<file path="config.mk">
export PLATFORM = sky130hd
export DESIGN_NAME = mips_fetch_queue
export DESIGN_NICKNAME = d
export VERILOG_FILES = /design/src/rtl/mips_fetch_queue.sv
export SDC_FILE = /design/constraint.sdc
export NUM_CORES = 1
export LEC_CHECK = 0
export BUFFER_PORTS_ARGS = -buffer_cell sky130_fd_sc_hd__buf_2
export CAP_MARGIN = 40
export CORE_UTILIZATION = 56
export DETAILED_ROUTE_END_ITERATION = 8
export GPL_TIMING_DRIVEN = 0
export PLACE_DENSITY = 0.76
export SKIP_LAST_GASP = 1
export SLEW_MARGIN = 20
export SYNTH_ARGS = -nofsm -noshare
export SYNTH_HDL_FRONTEND = slang
export SYNTH_SLANG_ARGS = --single-unit
</file>
<file path="constraint.sdc">
create_clock -name clk1 -period 3 [get_ports clk1]
set_clock_uncertainty 0.15 [all_clocks]
set_input_delay 0.45 -clock clk1 [delete_from_list [all_inputs] [get_ports clk1]]
set_output_delay 0.45 -clock clk1 [all_outputs]
set_load 0.005 [all_outputs]
</file>
<file path="src/rtl/mips_fetch_queue.sv">
// Instruction-fetch front end: fetches words over a req/ack port into a show-ahead FIFO
// feeding decode. Taken-branch redirects flush and restart fetch; halt stops fetch for good.
module mips_fetch_queue #(
    parameter int unsigned DEPTH = 4,
    parameter int unsigned AW    = 10
) (
    input  logic                       clk1,
    input  logic                       rst_n,
    output logic                       imem_req,
    output logic [AW-1:0]              imem_addr,
    input  logic                       imem_ack,
    input  logic [31:0]                imem_rdata,
    input  logic                       redirect_valid,
    input  logic [AW-1:0]              redirect_pc,
    input  logic                       halt,
    output logic                       id_valid,
    input  logic                       id_ready,
    output logic [31:0]                id_ir,
    output logic [31:0]                id_npc,
    output logic [$clog2(DEPTH+1)-1:0] count
);

    localparam int unsigned PW = $clog2(DEPTH);
    localparam int unsigned CW = $clog2(DEPTH + 1);

    typedef enum logic [1:0] {StBoot, StFetch, StHalted} state_e;

    state_e        state_q, state_d;
    logic [AW-1:0] fetch_pc_q, fetch_pc_d;
    logic [PW-1:0] rd_ptr_q, rd_ptr_d;
    logic [PW-1:0] wr_ptr_q, wr_ptr_d;
    logic [CW-1:0] count_q, count_d;
    logic [31:0]   ir_mem  [DEPTH];
    logic [AW-1:0] npc_mem [DEPTH];
    logic          push;
    logic          pop;
    logic [AW-1:0] pc_inc;

    always_comb begin
        state_d = state_q;
        case (state_q)
            StBoot:   state_d = StFetch;
            StFetch:  if (halt) state_d = StHalted;
            StHalted: state_d = StHalted;
            default:  state_d = StBoot;
        endcase
    end

    // Request depends only on registers, so memory sees a stable request for the whole cycle.
    assign imem_req  = (state_q == StFetch) && (count_q < CW'(DEPTH));
    assign imem_addr = fetch_pc_q;
    assign pc_inc    = fetch_pc_q + AW'(1);

    // Redirect wins over everything: same-cycle ack and pop are both dropped.
    assign push = imem_req && imem_ack && !redirect_valid;
    assign pop  = id_valid && id_ready && !redirect_valid;

    always_comb begin
        fetch_pc_d = fetch_pc_q;
        rd_ptr_d   = rd_ptr_q;
        wr_ptr_d   = wr_ptr_q;
        count_d    = count_q;
        if (redirect_valid) begin
            fetch_pc_d = redirect_pc;
            rd_ptr_d   = '0;
            wr_ptr_d   = '0;
            count_d    = '0;
        end else begin
            if (push) begin
                fetch_pc_d = pc_inc;
                wr_ptr_d   = wr_ptr_q + PW'(1);
            end
            if (pop) begin
                rd_ptr_d = rd_ptr_q + PW'(1);
            end
            count_d = count_q + CW'(push) - CW'(pop);
        end
    end

    always_ff @(posedge clk1 or negedge rst_n) begin
        if (!rst_n) begin
            state_q    <= StBoot;
            fetch_pc_q <= '0;
            rd_ptr_q   <= '0;
            wr_ptr_q   <= '0;
            count_q    <= '0;
        end else begin
            state_q    <= state_d;
            fetch_pc_q <= fetch_pc_d;
            rd_ptr_q   <= rd_ptr_d;
            wr_ptr_q   <= wr_ptr_d;
            count_q    <= count_d;
        end
    end

    // Storage needs no reset: outputs are masked whenever the FIFO is empty.
    always_ff @(posedge clk1) begin
        if (push) begin
            ir_mem[wr_ptr_q]  <= imem_rdata;
            npc_mem[wr_ptr_q] <= pc_inc;
        end
    end

    assign id_valid = (count_q != '0);
    assign id_ir    = id_valid ? ir_mem[rd_ptr_q] : 32'h0;
    assign id_npc   = id_valid ? 32'(npc_mem[rd_ptr_q]) : 32'h0;
    assign count    = count_q;

endmodule

</file>
==> impl_results.md <==
- Status: complete, no violations
- FF+latch area: 0.00552 mm2
- Drt first pass iters: 5
- Antenna-violating nets left: 0
- Root Buffer: clkbuf_16
- Post-Route WL: 13500 um
- Clock-pin transition on the worst setup and hold timing paths: 60 ps
- Synth area leaders: edfxtp_1 65%, mux4_2 12%, dfrtp_1 6.1%
- Final Max Slew Viols: 0
- Max transition margin: 0.560
- Die Area: 0.0143 mm2
- Worst Path Arrival: about 3000 ps
- CTS sink cnt: 187
- Setup-failing EPs final: 0
- Largest delay share family, worst path: adder cells
- RePlAce Congestion: approximately 0.75
- Final Hold Fails: 0
- Final Critical Period: between 2000 and 3000 ps
- Crit path buf inv count: 3
- Max-cap viol count: 0
- Starting density of the core: 0.581
- Cell area power density: 771 mW/mm2
- I/O pins: 127
- Most common cell in the netlist: edfxtp_1
- Pin count of the biggest net entering global routing: 43
- Max VDD drop: 0.000382 V
- Residual DRC: 0
- Initial antenna violation count: 0
- Worst hold path class: primary input to flop
- Ys async rst share: 0.102
- IO buf count: between 100 and 150
- Critical path peak fanout: 9
- Die width: 120 um
- WS Path Type: flop to flop
- CP max stage cell: dfrtp_1
- EDFF count, synth: 168
- CTS HTree Levels: 4
- Critical Path End Type: flop
- Synth cell count leaders: 168 x edfxtp_1, 46 x and2_1, 42 x mux4_2
- HPWL Detailed: 8540 um
- Total grt overflow: 0
- Setup TNS: 0 ps
- Fillers: 929
- Syn avg cell area: 18.3 um2
- Worst-Skew Late Latency: approximately 430 ps
- Library cells used by synthesis: 30
- Slew @ Worst Pin: 660 ps
- Crit-path cells: or3_1 > clkbuf_1 > nand2_1 > nor2_1 > ha_1 > inv_1 > ha_1 > inv_1 > fa_1 > xnor2_1 > nor2_1
- CTS tree: built
- Top cell type's share of synthesized area: 0.651
- Number of global-route vias before repair: between 4000 and 5000
- Max stage delay on crit path: ~450 ps
- Via count of the routed design: 3960
- First-pass GRT wire length: around 21000 um
- Largest area contributor in the netlist: edfxtp_1
- Unrepaired setup endpoints after global routing: false
- Die H: 120 um
- Top achievable clock speed: 356 MHz
- Max clock buf depth: 2
- Worst setup SP type: flop
- Period utilization: 0.937
- Synth Instances: 423
- YS warnings: 0
- N_diodes: 0
- Cell Area, Synth: 0.00775 mm2
- DR WL/cell: 17.8 um
- Dominant synthesized flop cell: edfxtp_1
- Core ar.: ~0.013 mm2
- Synthesis-stage register bit count: around 190
- Multi-input gate area: approximately 0.002 mm2
- Layout cells sized above 1: 0.366
- Power, Total: 7110 uW
- Starting DRT DRC Count: 277
- Leak: 0.00345 uW
- Req. time, crit path: 3150 ps
- TritonCTS buffer count: 17
- Total track usage: 0.207
- Layout Nets: between 600 and 700
- Sequential fraction of the synthesis area: 0.712
- # Post-CTS Setup Buffers: 0
- Rows: 42
- Area grow syn2layout: 19.0%
- DR vias/cell: roughly 5.2
## through the flow
stage,setup WS [ps],utilization,hold slack [ps],area [um2],cells
2_1_floorplan,338,-,4.41,7830,444
3_3_place_gp,-559,0.642,265,8560,723
3_5_place_dp,217,0.642,282,8570,723
4_1_cts,170,0.690,64.3,9220,756
5_1_grt,44.8,0.691,69.2,9220,756
6_report,190,0.691,81.0,9220,756
## final timing paths
path                                            end  slack [ps]              startpoint  cells past startpoint
max in group asynchronous   rd_ptr_q[0]$_DFFE_PN0P_        2010                   rst_n                      2
setup / recovery                 count[2]$_DFF_PN0_         190      count[2]$_DFF_PN0_                     11
min in group asynchronous  imem_addr[2]$_DFFE_PN0P_         360                   rst_n                      2
hold reg to reg              state_q[0]$_DFFE_PN0P_         440  state_q[0]$_DFFE_PN0P_                      2
hold / removal              ir_mem[0][19]$_DFFE_PP_          80          imem_rdata[19]                      1
setup reg to reg                 count[2]$_DFF_PN0_         190      count[2]$_DFF_PN0_                     11
## layer usage
metal	share of wire	track usage	routed length, um	vias to the layer above
met4	0.0058	0.0820	78	0
met5	0	0	0	-
met2	0.51	0.340	6930	126
met1	0.42	0.266	5670	1982
li1	-	-	-	1843
met3	0.060	0.0532	809	9
## cells in the final DEF, fill, tap and decap left out, drive strengths merged
cell type / Yosys / layout
nand3b: 1 / 1
nor2: 13 / 13
clkbuf: 12 / 37
nor2b: 2 / 2
clkinv: 0 / 2
bufinv: 0 / 4
nor4: 2 / 2
mux4: 42 / 42
xnor2: 15 / 15
inv: 10 / 10
clkinvlp: 0 / 1
and2: 46 / 46
nand4b: 1 / 1
xor2: 7 / 7
nand3: 5 / 5
edfxtp: 168 / 168
buf: 31 / 134
dfrtp: 19 / 19
nor3: 4 / 4
dlygate4sd3: 0 / 1
nand2: 16 / 16
ha: 9 / 9
fa: 1 / 1
or3: 1 / 1
o21ai: 12 / 12
conb: 1 / 22
nand4: 2 / 2
mux2i: 2 / 2
nand2b: 1 / 1
## what timing repair did
| item | 4_1_cts | 5_1_grt |
|---|---|---|
| hold endpoints to repair | 19 | 0 |
| gates resized for setup | 0 | 1 |
| setup endpoints to repair | 0 | 1 |
| hold buffers | 1 | 0 |
## sequential cells by signal, indices dropped and copies added, names as in the netlist
register	count
count	3
ir_mem	128
rd_ptr_q	2
imem_addr	10
wr_ptr_q	2
state_q	2
npc_mem	40
## cell type report
cell class / instances / share of cell area
multi-input cells: 204 / 0.217
well taps: 176 / 0.0239
repair buffers: 104 / 0.0570
plain buffers: 43 / 0.0308
clock inverters: 7 / 0.0148
flip-flops and latches: 187 / 0.599
inverters: 10 / 0.00407
clock buffers: 25 / 0.0537
## kinds of logic after synthesis
logic type,count (synthesis),synth area share
flip-flops,187,0.712
adder cells (fa/ha/maj),10,0.0171
AO/OA/AOI/OAI,12,0.00775
other,1,0.000484
AND/OR/NAND/NOR,94,0.0714
buffers and inverters,53,0.0415
XOR/XNOR,22,0.0249
multiplexers,44,0.125
## worst register-to-register path: stages, from the launching register on
cell and delay, ps:
dfrtp_1 450, or3_1 410, clkbuf_1 260, nand2_1 210, nor2_1 60, ha_1 300
inv_1 60, ha_1 130, inv_1 50, fa_1 370, xnor2_1 170, nor2_1 60
## report_power, final
part | switching (uW) | internal (uW)
clock | 876 | 1480
sequential | 62.3 | 2980
combinational | 830 | 884
Power figures use the tool's default switching activity.
